--- config.mk ---
export PLATFORM = sky130hd
export DESIGN_NAME = bsram_save_arbiter
export DESIGN_NICKNAME = d
export VERILOG_FILES = /design/src/rtl/bsram_arb_pkg.sv /design/src/rtl/bsram_dirty_track.sv /design/src/rtl/bsram_save_arbiter.sv
export SDC_FILE = /design/constraint.sdc
export NUM_CORES = 1
export LEC_CHECK = 0
export ABC_AREA = 1
export CELL_PAD_IN_SITES_DETAIL_PLACEMENT = 0
export CELL_PAD_IN_SITES_GLOBAL_PLACEMENT = 2
export CORE_MARGIN = 3
export CORE_UTILIZATION = 17
export CTS_CLUSTER_SIZE = 14
export DETAILED_ROUTE_END_ITERATION = 10
export GPL_ROUTABILITY_DRIVEN = 0
export PLACE_DENSITY = 0.83
export SYNTH_ARGS = -nofsm -noshare
export SYNTH_HDL_FRONTEND = slang
export SYNTH_HIERARCHICAL = 1
export SYNTH_SLANG_ARGS = --single-unit
--- constraint.sdc ---
create_clock -name mclk -period 1.55 [get_ports mclk]
set_clock_uncertainty 0.15 [all_clocks]
set_input_delay 0.2325 -clock mclk [delete_from_list [all_inputs] [get_ports mclk]]
set_output_delay 0.2325 -clock mclk [all_outputs]
set_load 0.03 [all_outputs]
--- src/rtl/bsram_arb_pkg.sv ---
// Shared types and sizes for the BSRAM save-file arbiter.
// Optional mapper dirty tracking is enabled with BSRAM_DIRTY_EN.
package bsram_arb_pkg;

    localparam int ADDR_W       = 20;
    localparam int DATA_W       = 8;
    localparam int HOST_LAT_DEF = 2;
    localparam int CNT_W        = 3;

    typedef enum logic [1:0] {
        IDLE   = 2'd0,
        SETUP  = 2'd1,
        ACCESS = 2'd2,
        DONE   = 2'd3
    } state_t;

    typedef struct packed {
        logic [ADDR_W-1:0] addr;
        logic              we;
        logic [DATA_W-1:0] wdata;
    } host_cmd_t;

endpackage

--- src/rtl/bsram_dirty_track.sv ---
// Mapper write-edge detector with a sticky dirty flag.
// Built only when BSRAM_DIRTY_EN is defined.
module bsram_dirty_track
    import bsram_arb_pkg::*;
(
    input  logic mclk,
    input  logic rst_n,
    input  logic map_ce_n,
    input  logic map_we_n,
    input  logic dirty_clr,
    output logic dirty
);

    logic wr_n;
    logic wr_n_q;
    logic wr_fall;

    assign wr_n    = map_ce_n | map_we_n;
    assign wr_fall = wr_n_q & ~wr_n;

    // A new write edge wins over a simultaneous clear.
    always_ff @(posedge mclk or negedge rst_n) begin
        if (!rst_n) begin
            wr_n_q <= 1'b1;
            dirty  <= 1'b0;
        end else begin
            wr_n_q <= wr_n;
            if (wr_fall) begin
                dirty <= 1'b1;
            end else if (dirty_clr) begin
                dirty <= 1'b0;
            end
        end
    end

endmodule

--- src/rtl/bsram_save_arbiter.sv ---
// BSRAM arbiter: mapper has absolute priority, host save access is retried on preemption.
// Define BSRAM_DIRTY_EN to build the mapper dirty tracker.
module bsram_save_arbiter
    import bsram_arb_pkg::*;
#(
    parameter int HOST_LAT = HOST_LAT_DEF
)
(
    input  logic              mclk,
    input  logic              rst_n,
    input  logic [ADDR_W-1:0] map_addr,
    input  logic [DATA_W-1:0] map_d,
    input  logic              map_ce_n,
    input  logic              map_oe_n,
    input  logic              map_we_n,
    output logic [DATA_W-1:0] map_q,
    input  logic              host_req,
    input  logic              host_we,
    input  logic [ADDR_W-1:0] host_addr,
    input  logic [DATA_W-1:0] host_wdata,
    output logic              host_ack,
    output logic [DATA_W-1:0] host_rdata,
    input  logic [ADDR_W-1:0] bsram_mask,
    output logic [ADDR_W-1:0] bsram_addr,
    output logic [DATA_W-1:0] bsram_d,
    output logic              bsram_ce_n,
    output logic              bsram_oe_n,
    output logic              bsram_we_n,
    input  logic [DATA_W-1:0] bsram_q,
    input  logic              dirty_clr,
    output logic              dirty
);

    localparam logic [CNT_W-1:0] LAT_LOAD = CNT_W'(HOST_LAT - 1);

    state_t           state;
    logic [CNT_W-1:0] cnt;
    host_cmd_t        cmd;
    logic             map_sel;
    logic             host_drive;

    assign map_sel    = ~map_ce_n;
    assign host_drive = (state == SETUP) || (state == ACCESS);
    assign map_q      = bsram_q;

    always_ff @(posedge mclk or negedge rst_n) begin
        if (!rst_n) begin
            state      <= IDLE;
            cnt        <= '0;
            cmd        <= '0;
            host_rdata <= '0;
            host_ack   <= 1'b0;
        end else begin
            host_ack <= 1'b0;
            unique case (state)
                IDLE: begin
                    if (host_req) begin
                        cmd.addr  <= host_addr;
                        cmd.we    <= host_we;
                        cmd.wdata <= host_wdata;
                        state     <= SETUP;
                    end
                end
                SETUP: begin
                    cnt <= LAT_LOAD;
                    if (!map_sel) begin
                        state <= ACCESS;
                    end
                end
                ACCESS: begin
                    // Any mapper cycle aborts the attempt; it restarts from SETUP.
                    if (map_sel) begin
                        cnt   <= LAT_LOAD;
                        state <= SETUP;
                    end else if (cnt == '0) begin
                        if (!cmd.we) begin
                            host_rdata <= bsram_q;
                        end
                        host_ack <= 1'b1;
                        state    <= DONE;
                    end else begin
                        cnt <= cnt - 1'b1;
                    end
                end
                DONE: begin
                    state <= IDLE;
                end
                default: begin
                    state <= IDLE;
                end
            endcase
        end
    end

    always_comb begin
        bsram_addr = '0;
        bsram_d    = '0;
        bsram_ce_n = 1'b1;
        bsram_oe_n = 1'b1;
        bsram_we_n = 1'b1;
        if (map_sel) begin
            bsram_addr = map_addr;
            bsram_d    = map_d;
            bsram_ce_n = map_ce_n;
            bsram_oe_n = map_oe_n;
            bsram_we_n = map_we_n;
        end else if (host_drive) begin
            bsram_addr = cmd.addr & bsram_mask;
            bsram_d    = cmd.wdata;
            bsram_ce_n = 1'b0;
            bsram_oe_n = cmd.we;
            bsram_we_n = ~cmd.we;
        end
    end

`ifdef BSRAM_DIRTY_EN
    bsram_dirty_track u_dirty (
        .mclk      (mclk),
        .rst_n     (rst_n),
        .map_ce_n  (map_ce_n),
        .map_we_n  (map_we_n),
        .dirty_clr (dirty_clr),
        .dirty     (dirty)
    );
`else
    logic unused_dirty_clr;
    assign unused_dirty_clr = dirty_clr;
    assign dirty            = 1'b0;
`endif

endmodule
==> summary.md <==
| Metric | Value |
|---|---|
| Ratio of cells with drive above 1 in the final layout | 29.0% |
| Crit path setup slack, layout | -0.486 ns |
| FILL cells | 1378 |
| Die boundary height | 123 um |
| Max Buffers Root-to-Sink | 2 |
| Total via count in the routed design | 2597 |
| Floorplan die area | 0.0152 mm^2 |
| Clk Latency, worst-skew pair | 0.28 ns |
| Cell area after synthesis | 0.00234 mm^2 |
| Hold Fails Final Rpt | 0 |
| Number of setup violations in the final report | 31 |
| Path class of the lowest-slack min-delay path | flop to flop |
| Total power density per cell area | 1600 mW/mm^2 |
| N_diodes | 0 |
| Critical path required time | 1.17 ns |
| Peak Freq | 491 MHz |
| Root buffer cell | sky130_fd_sc_hd__clkbuf_16 |
| Largest net degree at the start of global routing | 44 |
| Startpoint of the most critical setup path | state[1] |
| Total nets after synthesis | 406 |
| DIE WIDTH | 123 um |
| CTS tree | built |
| Overall routed net length | 8580 um |
| Total I/O pin count | 141 |
| 1st-pass router iterations | 4 |
| Final-stage net count | 564 |
| H-Tree Level Count | 2 |
| Total Power Consumption | 7630 uW |
| Seq cells post-synth | 43 |
| Cell depth of the worst hold path | 2 |
| Hold Path Origin | host_rdata[4] |
| Port buffer count | 138 |
| Worst IR drop on VDD | 0.733 mV |
| Fin Setup TNS | -12.85 ns |
| Part of the Yosys area used for sequential elements | 46.0% |
| Finished Cell Area | 0.00476 mm^2 |
| Clock sinks | 43 |
| Unrepaired setup endpoints after global routing | true |
| Syn. warnings | 6 |
| Post-DR wirelength/cell | 13.4 um |
| First-pass GRT wire length | 13200 um |
| Count of antenna-violating nets left after detailed routing | 0 |
| Number of DRC violations after detailed-routing iteration 0 | 161 |
| Placeable core region | 0.0133 mm^2 |
| Total clock buffers created by CTS | 5 |
| Synthesized area per cell | 7.61 um^2 |
| Global-route congestion overflow total | 0 |
| Maximum net fanout on the critical path | 5 |
| Final critical-path share of the clock period | 131% |
| Final design utilization | 35.6% |
| Run status | finished with violations |
| Violated checks | setup timing |
| Netlist cell types | 24 |
| R2R depth | 8 |
| Final period demand of the worst path | 2.04 ns |
| Category of the critical setup timing path | flop to output port |
| Clock input transition at the sequential cells of the worst setup and hold paths | 0.06 ns |
| Initial antenna violation count | 0 |
| Dpl hpwl | 6630 um |
| Via-to-Cell Ratio | 4.05 |
| Number of max-cap violations | 0 |
| Worst Hold Slack | 0.315 ns |
| Crit path capture type | output port |
| Worst path arrival time | 1.65 ns |
| Critical R2R Launch | state[1] |
| GRT Overall Usage | 10.9% |
| Row count | 42 |
| Leakage power total | 0.00222 uW |
| Number of global-route vias before repair | 2694 |
| Max-slew violation count | 0 |
| DRC viols | 0 |
| Synthesis-to-layout area growth | 103% |
| Category of the worst setup path launch point | flop |
| Effective utilization at floorplan | 17.5% |
| Synthesized instance count | 307 |
| Placed inst area | 0.00423 mm^2 |
[cells in the mapped netlist, drive strengths merged]
cell | number | area [um^2]
clkinv | 1 | 3.75
clkbuf | 3 | 12.5
inv | 11 | 41.3
a22o | 8 | 70.1
ha | 7 | 87.6
o21ai | 21 | 105
nand2 | 138 | 531
a21oi | 1 | 5.00
nor2 | 8 | 32.5
o22a | 1 | 8.76
conb | 1 | 3.75
nand4 | 1 | 6.26
nand3 | 42 | 210
buf | 21 | 144
dfrtp | 43 | 1080
[cell usage in the layout (no fill, tap or decap), drive strengths merged, types with 6 or more instances in the layout]
cell type,count
clkdlybuf4s50,88
inv,12
clkbuf,6
ha,7
dlygate4sd2,10
buf,75
nand2,138
a22o,8
nor2,8
dfrtp,43
o21ai,21
nand3,42
[flip-flops by register name, indices dropped and copies added, names as in the netlist]
| name | count |
|---|---|
| host_ack | 1 |
| state | 2 |
| host_rdata | 8 |
| cnt | 3 |
| cmd | 29 |
[final cells by class]
cell class	count	area, um^2	share of cell area, %
Timing Repair Buffer	175	1760	37.0
Sequential cell	43	1080	22.6
Tap cell	176	220	4.63
Multi-Input combinational cell	228	1480	31.1
Clock inverter	1	30.0	0.631
Clock buffer	6	129	2.71
Inverter	12	62.6	1.32
[worst paths after layout]
path | endpoint | slack (ns)
worst max-delay path | bsram_oe_n | -0.49
worst min-delay path | host_rdata[4] | 0.32
worst max register to register | cnt[2] | 0.01
worst min register to register | host_rdata[4] | 0.32
max in group asynchronous | host_rdata[3] | 0.71
min in group asynchronous | cmd[13] | 0.33
[cell families after synthesis]
group	after synthesis	share of synthesized area [%]
and+or+nand+nor	189	33.4
DFF	43	46.0
buffers and inverters	36	8.62
AOI/OAI and AO/OA	31	8.08
adders and majority gates	7	3.75
other	1	0.160
[per-stage QoR]
stage | worst slack (ns) | instances
5_1_grt | -0.561 | 641
3_3_place_gp | -0.771 | 622
2_1_floorplan | -0.0875 | 307
3_5_place_dp | -0.793 | 622
6_report | -0.486 | 641
4_1_cts | -0.517 | 637
[metal layers]
layer  GRT usage [%]  routed length (um)  vias up
li1                -                   -     1296
met1            13.0                3580     1210
met2            19.7                4200       91
met3            3.39                 795        0
met4            1.45                   0        0
met5               0                   0        -
[worst max-delay path, cell delays in order, from the launching register on]
cell and delay (ns):
sky130_fd_sc_hd__dfrtp_1 0.36, sky130_fd_sc_hd__inv_2 0.06, sky130_fd_sc_hd__ha_4 0.27, sky130_fd_sc_hd__nand2_4 0.07, sky130_fd_sc_hd__buf_8 0.16, sky130_fd_sc_hd__buf_12 0.14
sky130_fd_sc_hd__o22a_4 0.18, sky130_fd_sc_hd__buf_6 0.13
[report_power, final]
group          internal, uW  switching, uW
Sequential             1630            340
Clock                   752            419
Combinational          2050           2430
[repair_timing]
action,4_1_cts,5_1_grt
hold buffers,1,0
gates cloned,1,0
setup endpoints to repair,50,44
pin swaps,2,9
endpoints found under the hold margin,43,0
buffers inserted,6,5
resized for setup,84,49
No activity file was read; power rests on OpenSTA's default activity.
